--- src/rtl/apb_rr_master.sv ---
// apb_rr_master: round-robin APB master sharing one APB slave among NUM_REQ requesters.
// An idle master picks the first valid requester at or after the round-robin pointer. It latches
// that request into the P* registers and runs SETUP then ACCESS. ACCESS is held until PREADY.
// Read data and error status are returned to the owner. Only one transfer is in flight at a time.
//
// Ports:
//   PCLK, PRESETn        clock (rising edge), asynchronous active-low reset
//   req_valid/req_write  per-requester request and direction (1 = write)
//   req_addr/wdata/strb  flattened per-requester address, write data and byte strobes
//   req_grant            one-hot 1-cycle pulse: request latched
//   rsp_valid            one-hot 1-cycle pulse: transfer finished
//   rsp_rdata, rsp_err   read data / error of the last finished transfer
//   timeout              1-cycle pulse on an aborted transfer
//   PSEL..PSTRB          APB master outputs; PRDATA, PREADY, PSLVERR APB slave inputs
//
// Optional feature: define APB_TIMEOUT_EN to abort an ACCESS phase after TIMEOUT_CYCLES
// cycles without PREADY. Without it, ACCESS waits indefinitely and timeout is tied to 0.
module apb_rr_master #(
    parameter int unsigned NUM_REQ        = 4,
    parameter int unsigned ADDR_WIDTH     = 8,
    parameter int unsigned DATA_WIDTH     = 32,
    parameter int unsigned TIMEOUT_CYCLES = 16
) (
    input  logic                           PCLK,
    input  logic                           PRESETn,
    input  logic [NUM_REQ-1:0]             req_valid,
    input  logic [NUM_REQ-1:0]             req_write,
    input  logic [NUM_REQ*ADDR_WIDTH-1:0]  req_addr,
    input  logic [NUM_REQ*DATA_WIDTH-1:0]  req_wdata,
    input  logic [NUM_REQ*DATA_WIDTH/8-1:0] req_strb,
    output logic [NUM_REQ-1:0]             req_grant,
    output logic [NUM_REQ-1:0]             rsp_valid,
    output logic [DATA_WIDTH-1:0]          rsp_rdata,
    output logic                           rsp_err,
    output logic                           timeout,
    output logic                           PSEL,
    output logic                           PENABLE,
    output logic                           PWRITE,
    output logic [ADDR_WIDTH-1:0]          PADDR,
    output logic [DATA_WIDTH-1:0]          PWDATA,
    output logic [DATA_WIDTH/8-1:0]        PSTRB,
    input  logic [DATA_WIDTH-1:0]          PRDATA,
    input  logic                           PREADY,
    input  logic                           PSLVERR
);

    localparam int unsigned STRB_W = DATA_WIDTH / 8;
    localparam int unsigned PTR_W  = $clog2(NUM_REQ);

    localparam logic [1:0] StIdle   = 2'd0;
    localparam logic [1:0] StSetup  = 2'd1;
    localparam logic [1:0] StAccess = 2'd2;

    logic [1:0]            state_q, state_d;
    logic [PTR_W-1:0]      ptr_q, ptr_d;
    logic [PTR_W-1:0]      owner_q, owner_d;
    logic                  psel_q, psel_d;
    logic                  penable_q, penable_d;
    logic                  pwrite_q, pwrite_d;
    logic [ADDR_WIDTH-1:0] paddr_q, paddr_d;
    logic [DATA_WIDTH-1:0] pwdata_q, pwdata_d;
    logic [STRB_W-1:0]     pstrb_q, pstrb_d;
    logic [NUM_REQ-1:0]    grant_q, grant_d;
    logic [NUM_REQ-1:0]    rspv_q, rspv_d;
    logic [DATA_WIDTH-1:0] rdata_q, rdata_d;
    logic                  err_q, err_d;
    logic [PTR_W-1:0]      ptr_next;

`ifdef APB_TIMEOUT_EN
    localparam int unsigned CNT_W = (TIMEOUT_CYCLES > 1) ? $clog2(TIMEOUT_CYCLES) : 1;
    logic [CNT_W-1:0] cnt_q, cnt_d;
    logic             tmo_q, tmo_d;
`endif

    // Round-robin pick: first valid requester at or after ptr_q, wrapping.
    logic             found;
    logic [PTR_W-1:0] win;
    logic [PTR_W-1:0] idx;

    always_comb begin
        found = 1'b0;
        win   = '0;
        idx   = '0;
        for (int i = 0; i < NUM_REQ; i++) begin
            idx = PTR_W'((int'(ptr_q) + i) % NUM_REQ);
            if (!found && req_valid[idx]) begin
                found = 1'b1;
                win   = idx;
            end
        end
    end

    // The owner just served drops to lowest priority.
    assign ptr_next = (owner_q == PTR_W'(NUM_REQ - 1)) ? '0 : owner_q + 1'b1;

    always_comb begin
        state_d   = state_q;
        ptr_d     = ptr_q;
        owner_d   = owner_q;
        psel_d    = psel_q;
        penable_d = penable_q;
        pwrite_d  = pwrite_q;
        paddr_d   = paddr_q;
        pwdata_d  = pwdata_q;
        pstrb_d   = pstrb_q;
        grant_d   = '0;
        rspv_d    = '0;
        rdata_d   = rdata_q;
        err_d     = err_q;
`ifdef APB_TIMEOUT_EN
        cnt_d     = cnt_q;
        tmo_d     = 1'b0;
`endif
        unique case (state_q)
            StIdle: begin
                if (found) begin
                    owner_d      = win;
                    pwrite_d     = req_write[win];
                    paddr_d      = req_addr[int'(win)*ADDR_WIDTH +: ADDR_WIDTH];
                    pwdata_d     = req_wdata[int'(win)*DATA_WIDTH +: DATA_WIDTH];
                    pstrb_d      = req_strb[int'(win)*STRB_W +: STRB_W];
                    grant_d[win] = 1'b1;
                    psel_d       = 1'b1;
                    state_d      = StSetup;
                end
            end
            StSetup: begin
                penable_d = 1'b1;
                state_d   = StAccess;
`ifdef APB_TIMEOUT_EN
                cnt_d     = '0;
`endif
            end
            StAccess: begin
                if (PREADY) begin
                    psel_d          = 1'b0;
                    penable_d       = 1'b0;
                    rspv_d[owner_q] = 1'b1;
                    err_d           = PSLVERR;
                    if (!pwrite_q) begin
                        rdata_d = PRDATA;
                    end
                    ptr_d   = ptr_next;
                    state_d = StIdle;
                end
`ifdef APB_TIMEOUT_EN
                else if (cnt_q == CNT_W'(TIMEOUT_CYCLES - 1)) begin
                    psel_d          = 1'b0;
                    penable_d       = 1'b0;
                    rspv_d[owner_q] = 1'b1;
                    err_d           = 1'b1;
                    rdata_d         = '0;
                    tmo_d           = 1'b1;
                    ptr_d           = ptr_next;
                    state_d         = StIdle;
                end else begin
                    cnt_d = cnt_q + 1'b1;
                end
`endif
            end
            default: begin
                state_d   = StIdle;
                psel_d    = 1'b0;
                penable_d = 1'b0;
            end
        endcase
    end

    always_ff @(posedge PCLK or negedge PRESETn) begin
        if (!PRESETn) begin
            state_q   <= StIdle;
            ptr_q     <= '0;
            owner_q   <= '0;
            psel_q    <= 1'b0;
            penable_q <= 1'b0;
            pwrite_q  <= 1'b0;
            paddr_q   <= '0;
            pwdata_q  <= '0;
            pstrb_q   <= '0;
            grant_q   <= '0;
            rspv_q    <= '0;
            rdata_q   <= '0;
            err_q     <= 1'b0;
        end else begin
            state_q   <= state_d;
            ptr_q     <= ptr_d;
            owner_q   <= owner_d;
            psel_q    <= psel_d;
            penable_q <= penable_d;
            pwrite_q  <= pwrite_d;
            paddr_q   <= paddr_d;
            pwdata_q  <= pwdata_d;
            pstrb_q   <= pstrb_d;
            grant_q   <= grant_d;
            rspv_q    <= rspv_d;
            rdata_q   <= rdata_d;
            err_q     <= err_d;
        end
    end

`ifdef APB_TIMEOUT_EN
    always_ff @(posedge PCLK or negedge PRESETn) begin
        if (!PRESETn) begin
            cnt_q <= '0;
            tmo_q <= 1'b0;
        end else begin
            cnt_q <= cnt_d;
            tmo_q <= tmo_d;
        end
    end
    assign timeout = tmo_q;
`else
    assign timeout = 1'b0;
`endif

    assign req_grant = grant_q;
    assign rsp_valid = rspv_q;
    assign rsp_rdata = rdata_q;
    assign rsp_err   = err_q;
    assign PSEL      = psel_q;
    assign PENABLE   = penable_q;
    assign PWRITE    = pwrite_q;
    assign PADDR     = paddr_q;
    assign PWDATA    = pwdata_q;
    assign PSTRB     = pstrb_q;

endmodule

--- config.mk ---
export PLATFORM = sky130hd
export DESIGN_NAME = apb_rr_master
export DESIGN_NICKNAME = d
export VERILOG_FILES = /design/src/rtl/apb_rr_master.sv
export SDC_FILE = /design/constraint.sdc
export NUM_CORES = 1
export LEC_CHECK = 0
export CORE_MARGIN = 2
export CORE_UTILIZATION = 30
export DETAILED_ROUTE_END_ITERATION = 8
export GPL_ROUTABILITY_DRIVEN = 1
export PLACE_DENSITY = 0.67
export SLEW_MARGIN = 5
export SYNTH_ARGS = -nofsm -noshare
export SYNTH_HDL_FRONTEND = slang
export SYNTH_SLANG_ARGS = --single-unit
--- constraint.sdc ---
create_clock -name PCLK -period 2.65 [get_ports PCLK]
set_input_delay 0.265 -clock PCLK [delete_from_list [all_inputs] [get_ports PCLK]]
set_output_delay 0.265 -clock PCLK [all_outputs]
set_load 0.01 [all_outputs]
# ---- Word level (Yosys, flattened, before mapping)
# Index checks and enable logic that the tools add are counted.
dict set report word_totals {
  reg_bits 94
  latchBits 0
  mem_bits_rw 0
  mem_bits_ro 0
  inputBits 220
  out_inout_bits 89
  elab_cells 85
  memories 0
}
dict set report classes {
  addsub 4
  n_mul 0
  div_mod_pow 0
  magnitude_cmp 8
  n_eq_ne 5
  shift 3
  muxes 34
  n_bitwise 3
  reduce_logical 15
}
# op count
set op_table {}
lappend op_table {{variable part select 128 x 8 -> 32 bit} 1}
lappend op_table {{variable part select 32 x 6 -> 8 bit} 1}
lappend op_table {{less-than comparator 2 x 3 -> 1 bit, second input constant} 6}
lappend op_table {{two-way mux 4 bit} 4}
lappend op_table {{variable part select 16 x 5 -> 4 bit} 1}
lappend op_table {{two-way mux 2 bit} 7}
lappend op_table {{two-way mux 1 bit} 13}
lappend op_table {{binary-select mux 1 bit (select 2 bit)} 5}
lappend op_table {{AND reduction 2 bit} 4}
lappend op_table {{one-hot mux 1 bit (3 select lines)} 2}
lappend op_table {{one-hot mux 2 bit (3 select lines)} 1}
lappend op_table {{AND reduction 3 bit} 2}
lappend op_table {{logical AND 1 bit} 5}
lappend op_table {{adder 2 x 1 -> 2 bit, second input constant} 2}
lappend op_table {{adder 2 bit, second input constant} 2}
lappend op_table {{demux 1 bit (select 2 bit)} 2}
lappend op_table {{== test 2 bit, second input constant} 2}
lappend op_table {{>= comparator 2 x 1 -> 1 bit, second input constant} 2}
lappend op_table {{inequality test 2 bit, second input constant} 2}
lappend op_table {{zero test 1 bit} 3}
lappend op_table {{inverter 1 bit} 3}
lappend op_table {{== test 2 x 1 -> 1 bit, second input constant} 1}
lappend op_table {{zero test 2 bit} 1}

# ---- Logic depth before layout (Yosys ltp)
# Gate-level depths: netlist of run 1.
dict set report depth {
  depth_word 18
  mapped_depth 8
}

# ---- Least setup slack after synthesis of run 1
# No wires, ideal clock.
dict set report synth_timing {
  path_kind {reg-to-reg}
  from {register ptr_q[1]}
  to {register paddr_q[1] (netlist: PADDR[1])}
  setup_time_ns 0.132
  arrival_time_ns 1.541
  t_required_ns 2.518
  setup_slack_ns 0.977
  stages_incl_launch_ff 7
  path_buffers 2
  period_less_slack_ns 1.673
  cell_sequence {dfrtp_1 > mux2i_1 > a211oi_4 > buf_12 > buf_8 > mux2i_1 > o221ai_2}
}
dict set report synth_via {
  elab_chain_cells 13
  elab_cells_between_ends 27
  classes_between {add/sub (3); shift (1); mux (16); reduce/logical (7)}
}
# element line
set synth_lines {}
lappend synth_lines {{start, declared} 55} ;# logic [PTR_W-1:0] ptr_q, ptr_d;
lappend synth_lines {{start signal, assigned} 186} ;# ptr_q <= ptr_d;
lappend synth_lines {{branches (longest 13 deep; another with adder 2 x 1 -> 2 bit)} -}
lappend synth_lines {{end signal, assigned} 191} ;# paddr_q <= paddr_d;
lappend synth_lines {{end, declared} 60} ;# logic [ADDR_WIDTH-1:0] paddr_q, paddr_d;
# Parallel ways; which one is timed is not known. The select of a mux whose other input is x is not followed.
# A chain may end at the register's enable or synchronous reset.

# ---- Final worst setup path of run 1
dict set report layout_timing {
  from {register ptr_q[1]}
  to {register pwdata_q[24] (netlist: PWDATA[24])}
}
dict set report layout_via {
  elab_chain_cells 13
  elab_cells_between_ends 27
  classes_between {add/sub (3); shift (1); mux (16); reduce/logical (7)}
}
# element line
set layout_lines {}
lappend layout_lines {{branches (longest 13 deep; another with adder 2 x 1 -> 2 bit)} -}
lappend layout_lines {{end signal, assigned} 192} ;# pwdata_q <= pwdata_d;
lappend layout_lines {{end, declared} 61} ;# logic [DATA_WIDTH-1:0] pwdata_q, pwdata_d;
# Parallel ways; which one is timed is not known. The select of a mux whose other input is x is not followed.

==> results of run 1 <==
-- state kept, by name, indices dropped and copies added (netlist names) --
register	flops
ptr_q	2
PENABLE	1
state_q	2
rsp_rdata	32
PWDATA	32
PSEL	1
req_grant	4
rsp_valid	4
PWRITE	1
rsp_err	1
PADDR	8
PSTRB	4
owner_q	2
-- per-stage QoR --
stage | power [mW] | setup slack, ns
floorplan | 5.13 | 0.977
global placement | 7.11 | 0.340
detailed placement | 7.25 | 0.313
CTS | 8.64 | 0.588
global route | 9.03 | 0.498
finish | 8.50 | 0.608
-- repair_timing --
item / CTS / global route
hold buffers: 1 / 0
setup endpoints to repair: 0 / 0
hold endpoints to repair: 45 / 0
resized for setup: 0 / 0
-- cell type report --
class | count | area share
clock inverter | 4 | 0.00642
timing repair buffer | 320 | 0.379
multi-input combinational | 258 | 0.277
sequential | 94 | 0.274
tap | 220 | 0.0321
inverter | 4 | 0.00204
clock buffer | 12 | 0.0299
-- worst paths after layout --
path / from / end / slack [ns]
hold / removal: PSLVERR / rsp_err / 0.46
hold reg to reg: PENABLE / PENABLE / 0.48
max in group asynchronous: PRESETn / rsp_rdata[18] / 1.44
setup / recovery: ptr_q[1] / PWDATA[24] / 0.61
setup reg to reg: ptr_q[1] / PWDATA[24] / 0.61
min in group asynchronous: PRESETn / PADDR[7] / 0.48
-- worst max-delay path: cells and delay by family, from the launching register on --
family / cells / cell delay (ns)
compound gates: 3 / 0.48
simple gates: 1 / 0.13
buf+inv: 2 / 0.50
flops: 1 / 0.45
mux: 1 / 0.32
-- Yosys cell counts --
cell type / n / area share
buf_6: 2 / 0.0045
and3b_1: 1 / 0.0017
inv_4: 1 / 0.0012
bufbuf_8: 3 / 0.011
o31ai_1: 1 / 0.0015
nand3b_1: 1 / 0.0015
buf_12: 6 / 0.024
mux2i_1: 91 / 0.18
o21a_1: 2 / 0.0030
clkbuf_1: 4 / 0.0030
o21ai_0: 1 / 0.0010
and2_1: 4 / 0.0050
nor3b_1: 1 / 0.0015
o221ai_2: 38 / 0.11
mux2_2: 33 / 0.074
o221ai_1: 7 / 0.012
nor2_1: 9 / 0.0067
or3_1: 1 / 0.0012
buf_4: 2 / 0.0030
buf_2: 11 / 0.011
a211oi_1: 1 / 0.0015
inv_2: 1 / 0.00075
nand2_1: 54 / 0.040
buf_8: 1 / 0.0030
nand2b_1: 2 / 0.0025
a211oi_4: 1 / 0.0040
a211o_1: 1 / 0.0017
a21oi_1: 1 / 0.0010
dfrtp_1: 94 / 0.47
ha_1: 4 / 0.010
o21ai_1: 3 / 0.0030
inv_1: 2 / 0.0015
conb_1: 1 / 0.00075
-- layout by cell type (no fill, tap or decap), drive strengths merged --
cell	instances
clkdlybuf4s50	306
dfrtp	94
mux2i	91
nand2	54
o221ai	45
mux2	33
buf	13
clkbuf	12
nor2	9
and2	4
ha	4
inv	4
o21ai	4
nand2b	2
o21a	2
clkinv	2
a211oi	2
a21oi	1
nor3b	1
a211o	1
or3	1
and3b	1
nand3b	1
o31ai	1
conb	1
bufinv	1
clkinvlp	1
dlygate4sd3	1
-- logic make-up (layout without fill, tap and decap cells) --
kind of cell	after synthesis	after routing
AOI/OAI and AO/OA	56	56
DFF	94	94
and+or+nand+nor	73	73
adders and majority gates	4	4
buffers and inverters	33	340
muxes	124	124
other	1	1
-- power by group --
group	internal [mW]	total, mW	switching, mW
clock network	0.787	1.34	0.553
registers	2.13	2.52	0.395
logic	2.55	4.63	2.08
-- layer usage --
layer | up-vias | routed length (um) | GRT usage
met2 | 186 | 8350 | 0.328
met3 | 32 | 1220 | 0.0525
met1 | 2074 | 6340 | 0.197
li1 | 2028 | - | -
met5 | - | 0 | 0
met4 | 0 | 488 | 0.0715
==> impl_metrics.yaml, run 1 <==
floorplan:
  rows: 47
  die_w_um: 133
  start_util: 0.305
  fp.dieArea_mm2: 0.0178
  core-area_mm2: 0.0165
  ioPinCount: 309
  chipHeight_um: 133
final_layout:
  drive_above_1_share: 0.153
  postLayoutCellArea_mm2: 0.00857
  fillers: 1443
  fin_cells: 912
  syn2layout_area_growth_pct: 70.6
  multi_input_area_mm2: 0.00237
  seqCellArea_mm2: 0.00235
  final_core_util: 0.521
  diodes: 0
  final_nets: 911
critical_path:
  crit_chain: "nand2b_1 > a21oi_1 > a211oi_4 > buf_12 > buf_12 > mux2i_1 > o221ai_2"
  start_kind: "register"
  path_class: "reg -> reg"
  max_stage_delay_ns: 0.45
  required_ns: 2.86
  critPathMaxFanout: 29
  slowest_stage: "dfrtp_1"
  crit_top_cell: "buf_12"
  end_kind: "register"
  ff2ff_path_depth: 7
  arrival_ns: 2.25
synthesis:
  yosysUniqueCellTypes: 33
  syn_nets: 609
  synth_compound_area_frac: 0.142
  synthesis.area_mm2: 0.00502
  synth_xor_area_frac: 0
  netlist_instances: 385
  synth_simple_gate_area_share: 0.0605
  ys_ff_latch: 94
  synth_top_family_by_area: "multiplexers"
  yosysWarnings: 0
  ys_seq_area_frac: 0.468
  synthMuxAreaShare: 0.255
  synth_fa_ha_area_frac: 0.00996
  syn-mean-instance-area_um2: 13.1
clock_network:
  postCtsSetupRepairBufs: 0
  cts_buffer_depth: 2
  cts.clk_slew.worst_paths_ns: 0.06
  insertion_delay_ns: 0.34
  cts_buffers: 9
  h-tree-depth: 3
  cts.sinks: 94
  cts_tree: "done"
  cts_root_buffer: "clkbuf_16"
placed_design:
  gp_congestion: 0.831
  place_inst: 895
  dpl_cell_area_mm2: 0.00825
  io_buffers: 307
  hpwl_um: 12500
timing:
  maxSlewHeadroom: 0.561
  max_freq_mhz: 490
  worst_clock_skew_ns: 0.00471
  hold_slack_ns: 0.462
  fin_crit_sh: 0.771
  post-route-min-period_ns: 2.04
  setup_viol: 0
  hold_viol_final: 0
  fin_tns_setup_ns: 0
  worst_slew_pin_slew_ns: 0.659
  rsz0062_at_grt: "false"
  final-max-slew-violation-count: 0
detailed_routing:
  first_pass_iters: 4
  finalWirelength_um: 16400
  first_iter_violations: 104
  drc: 0
  vias_per_cell: 4.74
  drtAntennaViolNets: 0
  wl_per_cell_um: 18.0
  num_vias: 4320
min_path:
  whs_path_depth: 3
  min_path_type: "in -> reg"
global_route:
  grt_max_degree: 50
  grt_usage: 0.180
  grt_pass1_wl_um: 25400
  grt-ovfl-total: 0
  antenna_found_initial: 0
  grt_pass1_vias: 4742
power_and_ir_drop:
  leakage_nw: 3.55
  ir_drop_mv: 0.632
  cellPowerDensity_mw_per_mm2: 991
status:
  status: "finished, final reports clean"
job:
  drv_cap: 0
(Power assumes the default switching activity.)
==> run 2: changes to the inputs <==
==> constraint.sdc (replaced) <==
create_clock -name PCLK -period 2.1 [get_ports PCLK]
set_input_delay 0.21 -clock PCLK [delete_from_list [all_inputs] [get_ports PCLK]]
set_output_delay 0.21 -clock PCLK [all_outputs]
set_load 0.01 [all_outputs]
==> impl_metrics.yaml, run 2 (synthesis results as in run 1) <==
floorplan:
  rows: 47
  fp.dieArea_mm2: 0.0178
  core-area_mm2: 0.0165
  start_util: 0.305
  chipHeight_um: 133
  ioPinCount: 309
  die_w_um: 133
detailed_routing:
  first_pass_iters: 4
  vias_per_cell: 4.73
  wl_per_cell_um: 17.5
  drc: 0
  num_vias: 4389
  drtAntennaViolNets: 0
  finalWirelength_um: 16200
  first_iter_violations: 97
clock_network:
  cts_root_buffer: "clkbuf_16"
  postCtsSetupRepairBufs: 0
  h-tree-depth: 3
  cts_tree: "done"
  postCtsResizedCells: 0
  cts_buffer_depth: 2
  cts.sinks: 94
  cts_hold_buffers: 1
  cts_buffers: 9
  insertion_delay_ns: 0.34
  cts.clk_slew.worst_paths_ns: 0.06
timing:
  worst_clock_skew_ns: 0.00452
  setup_ws_ns: 0.182
  fin_crit_sh: 0.913
  max_freq_mhz: 521
  rsz0062_at_grt: "false"
  hold_viol_final: 0
  hold_slack_ns: 0.356
  worst_slew_pin_slew_ns: 0.519
  post-route-min-period_ns: 1.92
  final-max-slew-violation-count: 0
  setup_viol: 0
  maxSlewHeadroom: 0.654
placed_design:
  hpwl_um: 12700
  io_buffers: 307
  dpl_cell_area_mm2: 0.00843
  place_inst: 912
  gp_congestion: 0.792
  dp_slack_ns: -0.173
power_and_ir_drop:
  p_clk_frac: 0.156
  intPower_mw: 7.13
  swShare: 0.350
  p_seq_frac: 0.291
  ir_drop_mv: 0.600
  finalPower_mw: 11.0
  cellPowerDensity_mw_per_mm2: 1250
  pwr-share-comb: 0.553
  leakage_nw: 3.64
  power_switching_mw: 3.84
global_route:
  grt_usage: 0.180
  grt_pass1_vias: 4895
  antenna_found_initial: 0
  grt_max_degree: 51
  grtUsageMet3: 0.0563
  grt_pass1_wl_um: 25300
  grtUsageMet2: 0.322
  grt-ovfl-total: 0
  grt_util_met1: 0.196
  top_usage_layer: "met2"
final_layout:
  layout_common_cells: "clkdlybuf4s50_1, dfrtp_1, mux2i_1"
  final_nets: 928
  syn2layout_area_growth_pct: 74.1
  fillers: 1455
  drive_above_1_share: 0.171
  layout.cells.most_common: "clkdlybuf4s50_1"
  fin_cells: 928
  multi_input_area_mm2: 0.00237
  diodes: 0
  seqCellArea_mm2: 0.00235
  postLayoutCellArea_mm2: 0.00875
critical_path:
  required_ns: 2.32
  start_kind: "register"
  critPathMaxFanout: 18
  end_kind: "register"
  path_class: "reg -> reg"
  arrival_ns: 2.13
job:
  drv_cap: 0
min_path:
  min_path_type: "in -> async"
status:
  status: "finished, final reports clean"
==> run 2: cell types whose count changed in the layout (fill, tap and decap cells not counted), sizes merged <==
cell	previous run	this run
buf	13	30
bufinv	1	2
clkinv	2	1
clkbuf	12	11
==> run 2: cell type report <==
class	instances	share of cell area
multi-input cells	258	0.271
inverters	4	0.00200
clock inverters	4	0.00830
repair buffers	337	0.391
clock buffers	11	0.0266
flip-flops and latches	94	0.269
well taps	220	0.0315
==> run 2: layer usage <==
layer	vias up	part of all wire
met3	31	0.082
li1	2062	-
met1	2105	0.38
met2	191	0.51
met5	-	0
met4	0	0.028
==> run 2: power groups by stage <==
stage                     registers, mW  logic [mW]  clock network [mW]
after floorplan                    3.52        2.95                   0
after global placement             3.18        6.02                   0
after detailed placement           3.21        6.16                   0
after CTS                          3.20        6.19                1.77
after global routing               3.30        6.51                1.85
final                              3.19        6.07                1.71
==> run 2: final timing paths <==
path	startpoint	cells past startpoint	slack, ns	to
setup / recovery	ptr_q[1]	7	0.18	PWDATA[24]
hold / removal	PRESETn	2	0.36	PADDR[7]
setup reg to reg	ptr_q[1]	7	0.18	PWDATA[24]
hold reg to reg	PWDATA[17]	2	0.48	PWDATA[17]
max in group asynchronous	PRESETn	3	1.13	rsp_rdata[30]
min in group PCLK	PSLVERR	3	0.42	rsp_err
==> run 2: worst max-delay path, cell delays in order, from the launching register on <==
cell and delay (ns):
dfrtp_1 0.45, nand2b_1 0.14, a21oi_1 0.10, a211oi_4 0.27, buf_12 0.22, buf_12 0.17
mux2i_1 0.30, o221ai_2 0.13
==> run 2: through the flow <==
step	TNS, ns	util
2_1_floorplan	0	-
3_5_place_dp	-5.06	0.512
4_1_cts	0	0.531
5_1_grt	0	0.531
3_3_place_gp	-1.27	0.512
6_report	0	0.531
==> run 3: changes to the inputs <==
--- a/config.mk
+++ b/config.mk
@@ -7,6 +7,7 @@
 export LEC_CHECK = 0
 export CORE_MARGIN = 2
 export CORE_UTILIZATION = 30
+export CTS_CLUSTER_SIZE = 25
 export DETAILED_ROUTE_END_ITERATION = 8
 export GPL_ROUTABILITY_DRIVEN = 1
 export PLACE_DENSITY = 0.67
==> results of run 3 <==
Final layout, timing and power as in run 2 (identical DEF).
